===== config.mk =====
export PLATFORM = sky130hd
export DESIGN_NAME = apb_csr_bank
export DESIGN_NICKNAME = d
export VERILOG_FILES = /design/src/rtl/apb_csr_bank.sv
export SDC_FILE = /design/constraint.sdc
export NUM_CORES = 1
export LEC_CHECK = 0
export BUFFER_PORTS_ARGS = -buffer_cell sky130_fd_sc_hd__buf_2
export CORE_MARGIN = 3
export CORE_UTILIZATION = 25
export DETAILED_ROUTE_END_ITERATION = 7
export HOLD_SLACK_MARGIN = 0.15
export PLACE_DENSITY_LB_ADDON = 0.05
export SETUP_SLACK_MARGIN = 0.15
export SYNTH_ARGS = -nofsm -noshare
export SYNTH_HDL_FRONTEND = slang
export SYNTH_SLANG_ARGS = --single-unit

===== constraint.sdc =====
create_clock -name pclk -period 3.34 [get_ports pclk]
set_input_delay 0.334 -clock pclk [delete_from_list [all_inputs] [get_ports pclk]]
set_output_delay 0.334 -clock pclk [all_outputs]
set_load 0.01 [all_outputs]

===== src/rtl/apb_csr_bank.sv =====
// ----------------------------------------------------------------------------
// apb_csr_bank
//
// APB4 control/status register bank with NUM_CTRL read/write control words,
// NUM_STAT read-only status words, a constant ID register and a sticky
// event-pending / mask pair that drives a level interrupt.
//
// Register map (byte address, word aligned):
//   0x00          ID        (RO)   returns ID_VALUE
//   0x04          EVT_PEND  (RW1C) rising edges of status word 0
//   0x08          EVT_MASK  (RW)   interrupt enable per pending bit
//   0x10 + 4*i    CONTROL_i (RW)   i < NUM_CTRL
//   0x40 + 4*j    STATUS_j  (RO)   j < NUM_STAT
// Misaligned, unmapped or out-of-range addresses and writes to RO registers
// answer with pslverr=1 and read data 0, and change nothing.
//
// Ports:
//   pclk, presetn      clock and synchronous active-low reset
//   psel, penable, paddr, pwrite, pwdata, pstrb
//                      APB4 request (zero-wait slave)
//   prdata, pready, pslverr
//                      APB4 response; prdata/pslverr registered at setup
//   control            NUM_CTRL packed 32-bit control words
//   status             NUM_STAT packed 32-bit status words (pclk domain)
//   irq                registered level interrupt = |(pend & mask)
// ----------------------------------------------------------------------------
module apb_csr_bank #(
    parameter int          NUM_CTRL   = 4,
    parameter int          NUM_STAT   = 2,
    parameter logic [31:0] ID_VALUE   = 32'hDEADBEEF,
    parameter logic [31:0] CTRL_RESET = 32'h00000000
) (
    input  logic                     pclk,
    input  logic                     presetn,
    input  logic                     psel,
    input  logic                     penable,
    input  logic [7:0]               paddr,
    input  logic                     pwrite,
    input  logic [31:0]              pwdata,
    input  logic [3:0]               pstrb,
    output logic [31:0]              prdata,
    output logic                     pready,
    output logic                     pslverr,
    output logic [NUM_CTRL*32-1:0]   control,
    input  logic [NUM_STAT*32-1:0]   status,
    output logic                     irq
);

    logic [NUM_CTRL-1:0][31:0] ctrl_q, ctrl_d;
    logic [31:0]               mask_q, mask_d;
    logic [31:0]               pend_q, pend_d;
    logic [NUM_STAT*32-1:0]    status_q, status_d;
    logic [31:0]               status_qq, status_qq_d;
    logic [31:0]               prdata_q, prdata_d;
    logic                      pslverr_q, pslverr_d;
    logic                      irq_q, irq_d;

    // Address decode results
    logic [5:0]          word_idx;
    logic                hit;
    logic                read_only;
    logic                sel_pend;
    logic                sel_mask;
    logic [NUM_CTRL-1:0] sel_ctrl;
    logic [31:0]         rd_word;
    logic                acc_err;

    logic                setup;
    logic                wr_commit;
    logic [31:0]         bmask;
    logic [31:0]         clr;
    logic [31:0]         rise;

    // ------------------------------------------------------------------
    // Decode: the same decode serves the setup phase (read data/error
    // capture) and the access phase (write commit), since paddr is held
    // stable across both phases of a transfer.
    // ------------------------------------------------------------------
    always_comb begin
        word_idx  = paddr[7:2];
        hit       = 1'b0;
        read_only = 1'b0;
        sel_pend  = 1'b0;
        sel_mask  = 1'b0;
        sel_ctrl  = '0;
        rd_word   = 32'h0;

        if (word_idx == 6'd0) begin
            hit       = 1'b1;
            read_only = 1'b1;
            rd_word   = ID_VALUE;
        end
        if (word_idx == 6'd1) begin
            hit      = 1'b1;
            sel_pend = 1'b1;
            rd_word  = pend_q;
        end
        if (word_idx == 6'd2) begin
            hit      = 1'b1;
            sel_mask = 1'b1;
            rd_word  = mask_q;
        end
        for (int i = 0; i < NUM_CTRL; i++) begin
            if (word_idx == 6'(4 + i)) begin
                hit         = 1'b1;
                sel_ctrl[i] = 1'b1;
                rd_word     = ctrl_q[i];
            end
        end
        for (int j = 0; j < NUM_STAT; j++) begin
            if (word_idx == 6'(16 + j)) begin
                hit       = 1'b1;
                read_only = 1'b1;
                rd_word   = status_q[32*j +: 32];
            end
        end

        acc_err = (paddr[1:0] != 2'b00) | ~hit | (read_only & pwrite);
    end

    assign setup     = psel & ~penable;
    assign wr_commit = psel & penable & pwrite & ~acc_err;
    assign bmask     = {{8{pstrb[3]}}, {8{pstrb[2]}}, {8{pstrb[1]}}, {8{pstrb[0]}}};

    // ------------------------------------------------------------------
    // Next-state logic
    // ------------------------------------------------------------------
    always_comb begin
        // Response: captured only at setup; pslverr is a one-transfer pulse,
        // prdata is held so it stays readable through the access phase.
        prdata_d  = prdata_q;
        pslverr_d = 1'b0;
        if (setup) begin
            pslverr_d = acc_err;
            prdata_d  = (pwrite | acc_err) ? 32'h0 : rd_word;
        end

        ctrl_d = ctrl_q;
        for (int i = 0; i < NUM_CTRL; i++) begin
            if (wr_commit && sel_ctrl[i]) begin
                ctrl_d[i] = (ctrl_q[i] & ~bmask) | (pwdata & bmask);
            end
        end

        mask_d = mask_q;
        if (wr_commit && sel_mask) begin
            mask_d = (mask_q & ~bmask) | (pwdata & bmask);
        end

        // Two-stage status history gives the edge detector on word 0;
        // a newly detected rise overrides a same-cycle write-1-to-clear.
        status_d    = status;
        status_qq_d = status_q[31:0];
        rise        = status_q[31:0] & ~status_qq;
        clr         = (wr_commit && sel_pend) ? (pwdata & bmask) : 32'h0;
        pend_d      = (pend_q & ~clr) | rise;

        irq_d = |(pend_q & mask_q);
    end

    // ------------------------------------------------------------------
    // State registers
    // ------------------------------------------------------------------
    always_ff @(posedge pclk) begin
        if (!presetn) begin
            ctrl_q    <= {NUM_CTRL{CTRL_RESET}};
            mask_q    <= 32'h0;
            pend_q    <= 32'h0;
            status_q  <= '0;
            status_qq <= 32'h0;
            prdata_q  <= 32'h0;
            pslverr_q <= 1'b0;
            irq_q     <= 1'b0;
        end else begin
            ctrl_q    <= ctrl_d;
            mask_q    <= mask_d;
            pend_q    <= pend_d;
            status_q  <= status_d;
            status_qq <= status_qq_d;
            prdata_q  <= prdata_d;
            pslverr_q <= pslverr_d;
            irq_q     <= irq_d;
        end
    end

    // ------------------------------------------------------------------
    // Outputs
    // ------------------------------------------------------------------
    generate
        for (genvar gi = 0; gi < NUM_CTRL; gi++) begin : g_ctrl_out
            assign control[32*gi +: 32] = ctrl_q[gi];
        end
    endgenerate

    assign prdata  = prdata_q;
    assign pslverr = pslverr_q;
    assign pready  = 1'b1;
    assign irq     = irq_q;

endmodule


==> results of run 1 <==
-- where the power goes --
group / leakage, nW / internal, mW / total (mW) / switching [mW]
combinational: 3.92 / 0.259 / 0.605 / 0.346
clock: 0.703 / 2.82 / 4.62 / 1.80
sequential: 2.62 / 3.93 / 4.00 / 0.0718
-- cells in the final DEF (no fill, tap or decap), drive strengths merged, types with 9 or more instances in the layout --
cell type,netlist,final
buf,10,348
dfxtp,322,322
a21oi,241,241
nand2,205,205
o21ai,199,199
and2,107,107
dlygate4sd3,0,100
nor2,64,64
clkbuf,114,60
nand2b,48,48
a21bo,32,32
nand3,30,30
a22oi,29,29
a211o,20,20
mux2,19,19
nor3,19,19
nor2b,13,13
a31oi,13,13
o221ai,11,11
mux2i,10,10
and3,9,9
o31ai,9,9
o22ai,9,9
a211oi,9,9
clkinv,1,9
-- worst min-delay path by stage --
stage                  to  slack (ps)     startpoint
6_report          pslverr         300         pwrite
5_1_grt           pslverr         270         pwrite
4_1_cts           pslverr         260         pwrite
3_5_place_dp    pend_q[1]         470   status_qq[1]
3_3_place_gp   pend_q[28]         470  status_qq[28]
2_1_floorplan  pend_q[16]         450   status_q[16]
-- metrics by stage --
| step | setup slack (ps) | instance area, µm² | utilization, % | hold slack, ps |
|---|---|---|---|---|
| finish | 965.4 | 18330 | 34.53 | 296.0 |
| global route | 843.8 | 18330 | 34.53 | 265.7 |
| CTS | 1001 | 18330 | 34.53 | 261.7 |
| detailed placement | 414.6 | 15920 | 30.00 | 474.8 |
| global placement | 425.8 | 15920 | 30.00 | 467.0 |
| floorplan | 869.2 | 13530 | - | 452.8 |
-- final cells by class --
| class | instances | area share, % |
|---|---|---|
| clock buffer | 60 | 6.821 |
| clock inverter | 14 | 0.8330 |
| inverter | 2 | 0.06828 |
| multi-input combinational | 1175 | 36.21 |
| sequential | 322 | 35.18 |
| tap | 688 | 4.698 |
| timing repair buffer | 448 | 16.20 |
-- worst max-delay path: stages --
cell and delay (ps):
buf_2 200, nor4_4 320, or3b_1 640, or4_1 590, buf_4 200, or3_1 370, a31oi_1 180
-- cells by family after synthesis --
family                 Yosys count  share of synthesized area, %
AOI/OAI and AO/OA              614                         26.96
muxes                           29                         2.321
DFF                            322                         47.64
and+or+nand+nor                531                         19.51
other                            1                       0.02772
buffers and inverters          126                         3.542
-- metal layers --
metal / global-route usage, % / vias to the layer above / wire (µm)
li1: - / 6484 / -
met1: 31.46 / 6962 / 30930
met2: 39.51 / 444 / 32590
met3: 3.646 / 96 / 3584
met4: 6.359 / 2 / 1773
met5: 0 / - / 14
-- what timing repair did --
| action | in CTS | in global routing |
|---|---|---|
| hold buffers | 100 | 0 |
| buffers inserted | 0 | 0 |
| endpoints found under the hold margin | 233 | 0 |
==> results by group, run 1 <==
Run status
  • Status: finished clean

Drt
  • Vias: between 10000 and 15000
  • Drt wl/cell: 25.43 µm
  • First DRT Iteration DRCs: 928
  • Routed Antenna Nets: 0
  • Drt first pass iters: 5
  • Vias/cell: around 5.2
  • Wirelength, routed: around 69 mm
  • DRC violations left: 0

Worst setup path
  • Critical path type: primary input to flop
  • Critical Path Sink: prdata[28]
  • Worst endpoint required time: ~3800 ps
  • Reg2reg setup slack: around 1500 ps
  • Critical path origin: paddr[5]
  • Crit path launch type: primary input
  • RR Endpoint: irq
  • Worst-case reg-to-reg path depth: 5
  • Worst-path fanout max: 13
  • Worst EP arrival: ~2900 ps
  • CP endpoint kind: flop

Run
  • Maxcap violations: 0

Timing
  • Setup tns final: 0 ps
  • Hold Fails Final Rpt: 0
  • Unrepaired setup endpoints after global routing: false
  • Tmin final: 2375 ps
  • Slew at the pin closest to its max-slew limit: 943.2 ps
  • Final Skew: ~22 ps
  • Max Slew Vio Count: 0
  • Fmax: around 420 MHz
  • Slew HR: between 30% and 40%
  • Final worst-path cycle share: a little under three quarters
  • Final setup fails: 0

Yosys
  • Syn avg cell area: approximately 8.3 µm²
  • Total number of yosys warnings: 0
  • Primary FF master, synth: dfxtp_1
  • Synth cell count leaders: 322 x dfxtp_1, 241 x a21oi_1, 205 x nand2_1
  • Sequential-to-total area share from yosys stat: a little under half
  • Largest cells by area after synthesis: dfxtp_1 48%, a21oi_1 8.9%, o21ai_0 7.4%
  • Post-Syn Area: about 14000 µm²
  • Mapped Cells: 1623
  • Synth area leader: dfxtp_1
  • Post-synth EDFFs: 0
  • Yosys top cell area share: between 40 and 50%
  • #FFs+latches synth: between 300 and 400
  • Syn_nets: ~1700
  • Count leader, synth: dfxtp_1
  • Distinct cells, synth: 54
  • Fraction of registers with async set/reset: 0%

Global route
  • Largest net degree at the start of global routing: ~120
  • Vias in the first global route: between 10000 and 15000
  • Initial antenna violation count: 2
  • Grt ovf: 0
  • Total track usage: 23.52%
  • First-pass GRT wire length: ~99 mm

Pwr
  • Pwr/cell area: 503.6 nW/µm²
  • IR drop worst, VDD: 0.2898 mV
  • Final Power: 9.228 mW
  • Cell leakage power: around 7.3 nW

Placement
  • I/O Buffers: ~270
  • Cell count after placement: 2535
  • Gpl congestion: ~0.82
  • DP HPWL: roughly 47 mm

Final layout
  • Final std cells w/o fill: between 2000 and 3000
  • Share of cells above drive strength 1: between 20% and 30%
  • Area Overhead vs Synth: 35.44%
  • ANT cells: 0
  • NumNets Final: 2103
  • Multi-input gate area in the final layout: around 6600 µm²
  • Reg area: 6446 µm²
  • Fill cells: approximately 5700

Floorplanning
  • Die span in y: roughly 240 µm
  • Starting Density: approximately 25%
  • Die area: roughly 57000 µm²
  • Core ar.: 53080 µm²
  • I/O pins: approximately 280
  • Cell Rows: 84
  • Die Wd: 238.6 µm

CTS
  • CTS tree: built
  • Clock transition at path regs: about 60 ps
  • Clock buffer depth: 3
  • # H-tree levels: 2
  • Number of gates resized after cts: 0
  • CTS buffer count: 41
  • Clock Root Buffer: clkbuf_16
  • # clock sinks: approximately 320
  • Worst-Skew Late Latency: about 570 ps

Hold path
  • WHS Path Cells: 3
  • Worst min path class: primary input to flop
(Power assumes the default switching activity.)
==> run 2, diff against run 1 <==
==> constraint.sdc (replaced) <==
create_clock -name pclk -period 1.95 [get_ports pclk]
set_input_delay 0.195 -clock pclk [delete_from_list [all_inputs] [get_ports pclk]]
set_output_delay 0.195 -clock pclk [all_outputs]
set_load 0.01 [all_outputs]
==> run 2 against run 1 <==
  * Clock-buffer cell count decreased by 3
  * Clock skew fell by 9.4 ps
  * Final area increased by 6.5%
  * Non-clock buffer count rose by 132
  * Via count up 3.0%
  * Worst hold slack got worse by 67 ps
  * Sequential power is 71% higher
  * Utilization grew 2.2 points
  * Register-to-register slack got worse by 1300 ps
  * Critical path type unchanged
  * Largest cell class unchanged
  * Highest routed layer is now met4
==> results by group, run 2 (synthesized netlist as in run 1, its figures left out) <==
Run status
  • Status: finished clean

Worst setup path
  • CP max stage cell: or4_4
  • Crit-path max cell delay: 640 ps
  • CP bufs+invs: 1
  • Critical path cell sequence: buf_2, nor4_4, or3b_1, or4_4, or3_1, a31oi_1
  • Critical path type: primary input to flop
  • Reg2reg setup slack: ~160 ps
  • Crit path launch type: primary input
  • Worst endpoint required time: around 2400 ps
  • Worst EP arrival: between 2000 and 2500 ps
  • Critical path's top delay family: simple AND/OR/NAND/NOR gates
  • CP endpoint kind: flop
  • Worst-path fanout max: 12

Global route
  • Grt ovf: 0
  • Largest net degree at the start of global routing: 113
  • Vias in the first global route: between 10000 and 15000
  • Initial antenna violation count: 2
  • First-pass GRT wire length: between 90 and 100 mm
  • Total track usage: 23.59%

CTS
  • # clock sinks: between 300 and 400
  • Clock buffer depth: 3
  • Clock Root Buffer: clkbuf_16
  • CTS tree: built
  • Clock transition at path regs: approximately 70 ps
  • Worst-Skew Late Latency: ~570 ps
  • # H-tree levels: 2
  • CTS buffer count: 40

Timing
  • Hold Fails Final Rpt: 0
  • Slew HR: about three fifths
  • Final worst-path cycle share: between 90% and 100%
  • Final setup fails: 0
  • Fmax: around 550 MHz
  • Unrepaired setup endpoints after global routing: true
  • Max Slew Vio Count: 0
  • Tmin final: 1828 ps
  • Slew at the pin closest to its max-slew limit: 614.8 ps
  • Final Skew: 12.20 ps

Pwr
  • Final Power: 15.87 mW
  • Pwr/cell area: roughly 810 nW/µm²
  • NetSw: 3.842 mW
  • IR drop worst, VDD: 0.4954 mV
  • Internal: approximately 12 mW
  • Comb power frac: 7.1%
  • Clk network pwr share: 49.7%
  • Sequential fraction of design power: between 40% and 50%
  • Cell leakage power: ~7.9 nW
  • Sw frac: roughly 24%

Final layout
  • Commonest non-fill, non-tap cells in the layout: 322 x dfxtp_1, 273 x buf_2, 240 x a21oi_1
  • Area Overhead vs Synth: 44.26%
  • Layout Utilization: 36.78%
  • NumNets Final: between 2000 and 2500
  • Fill cells: around 5500
  • Share of cells above drive strength 1: between 20 and 30%
  • Commonest non-fill, non-tap cell in the layout: dfxtp_1

Floorplanning
  • Core ar.: roughly 53000 µm²
  • Die span in y: around 240 µm
  • Die area: 56950 µm²
  • Starting Density: between 20% and 30%
  • Die Wd: 238.6 µm
  • Cell Rows: between 80 and 90
  • I/O pins: approximately 280

Drt
  • First DRT Iteration DRCs: approximately 940
  • Routed Antenna Nets: 0
  • Drt first pass iters: 5
  • DRC violations left: 0
  • Vias/cell: approximately 5.1
  • Wirelength, routed: 69.02 mm
  • Vias: between 10000 and 15000
  • Drt wl/cell: about 24 µm

Hold path
  • Worst min path class: primary input to flop

Placement
  • Gpl congestion: about 0.86
  • DP HPWL: roughly 50 mm
  • I/O Buffers: ~270

Run
  • Maxcap violations: 0
==> run 2: changes by cell type in the layout (fill, tap and decap cells not counted), sizes merged <==
cell         delta
diode           +1
clkinv          +1
bufinv          +1
clkinvlp        +1
buf           +136
dlygate4sd3     -4
clkbuf          -3
==> run 2: power groups by stage <==
stage / clock (mW) / combinational, mW / sequential, mW
after floorplan: 0 / 0.439 / 6.92
final: 7.88 / 1.13 / 6.86
after CTS: 8.05 / 1.14 / 6.86
after detailed placement: 0 / 0.986 / 7.00
after global placement: 0 / 0.984 / 7.00
after global routing: 8.32 / 1.22 / 6.87
==> run 2: worst paths after layout <==
kind,to,cells past startpoint,startpoint
worst min register to register,pend_q[1],2,status_qq[1]
worst max-delay path,prdata[28],6,paddr[5]
worst min-delay path,pend_q[30],4,presetn
worst max register to register,irq,5,pend_q[19]
==> run 2: timing repair <==
action,in CTS,in global routing
hold buffers,96,0
hold endpoints to repair,256,0
gates resized for setup,2,3
endpoints found under the setup margin,14,14
setup buffers,0,0
pin swaps,1,1
==> run 2: routing by layer <==
| layer | wire (µm) | vias to the layer above | share of wire (%) | track usage [%] |
|---|---|---|---|---|
| li1 | - | 6772 | - | - |
| met1 | 31050 | 7087 | 45 | 31.44 |
| met2 | 33110 | 440 | 48 | 40.05 |
| met3 | 3129 | 105 | 4.5 | 3.080 |
| met4 | 1727 | 0 | 2.5 | 6.725 |
| met5 | 0 | - | 0 | 0 |
==> run 2: cell type report <==
class | count | area (µm²) | share of cell area, %
multi-input cells | 1175 | 6696 | 34.31
well taps | 688 | 860.8 | 4.410
flip-flops and latches | 322 | 6446 | 33.03
clock inverters | 17 | 198.9 | 1.019
repair buffers | 580 | 4115 | 21.08
clock buffers | 57 | 1186 | 6.077
inverters | 2 | 12.51 | 0.06410
diodes | 1 | 2.502 | 0.01282
==> run 2: worst min-delay path, stage by stage <==
cell	delay (ps)
buf_4	120
inv_6	50
buf_12	190
a21oi_1	160
==> run 2: metrics by stage <==
stage                     hold WS (ps)  cells  setup slack, ps  setup TNS [ps]  instance area [µm²]
final                            228.8   2842            122.2               0                19520
after global routing             257.5   2841            82.90               0                19520
after CTS                        217.3   2841            151.9               0                19500
after detailed placement         404.6   2671           -525.2          -34950                17150
after global placement           401.2   2671           -494.0          -34490                17150
after floorplan                  322.3   1623           -320.3           -3533                13620
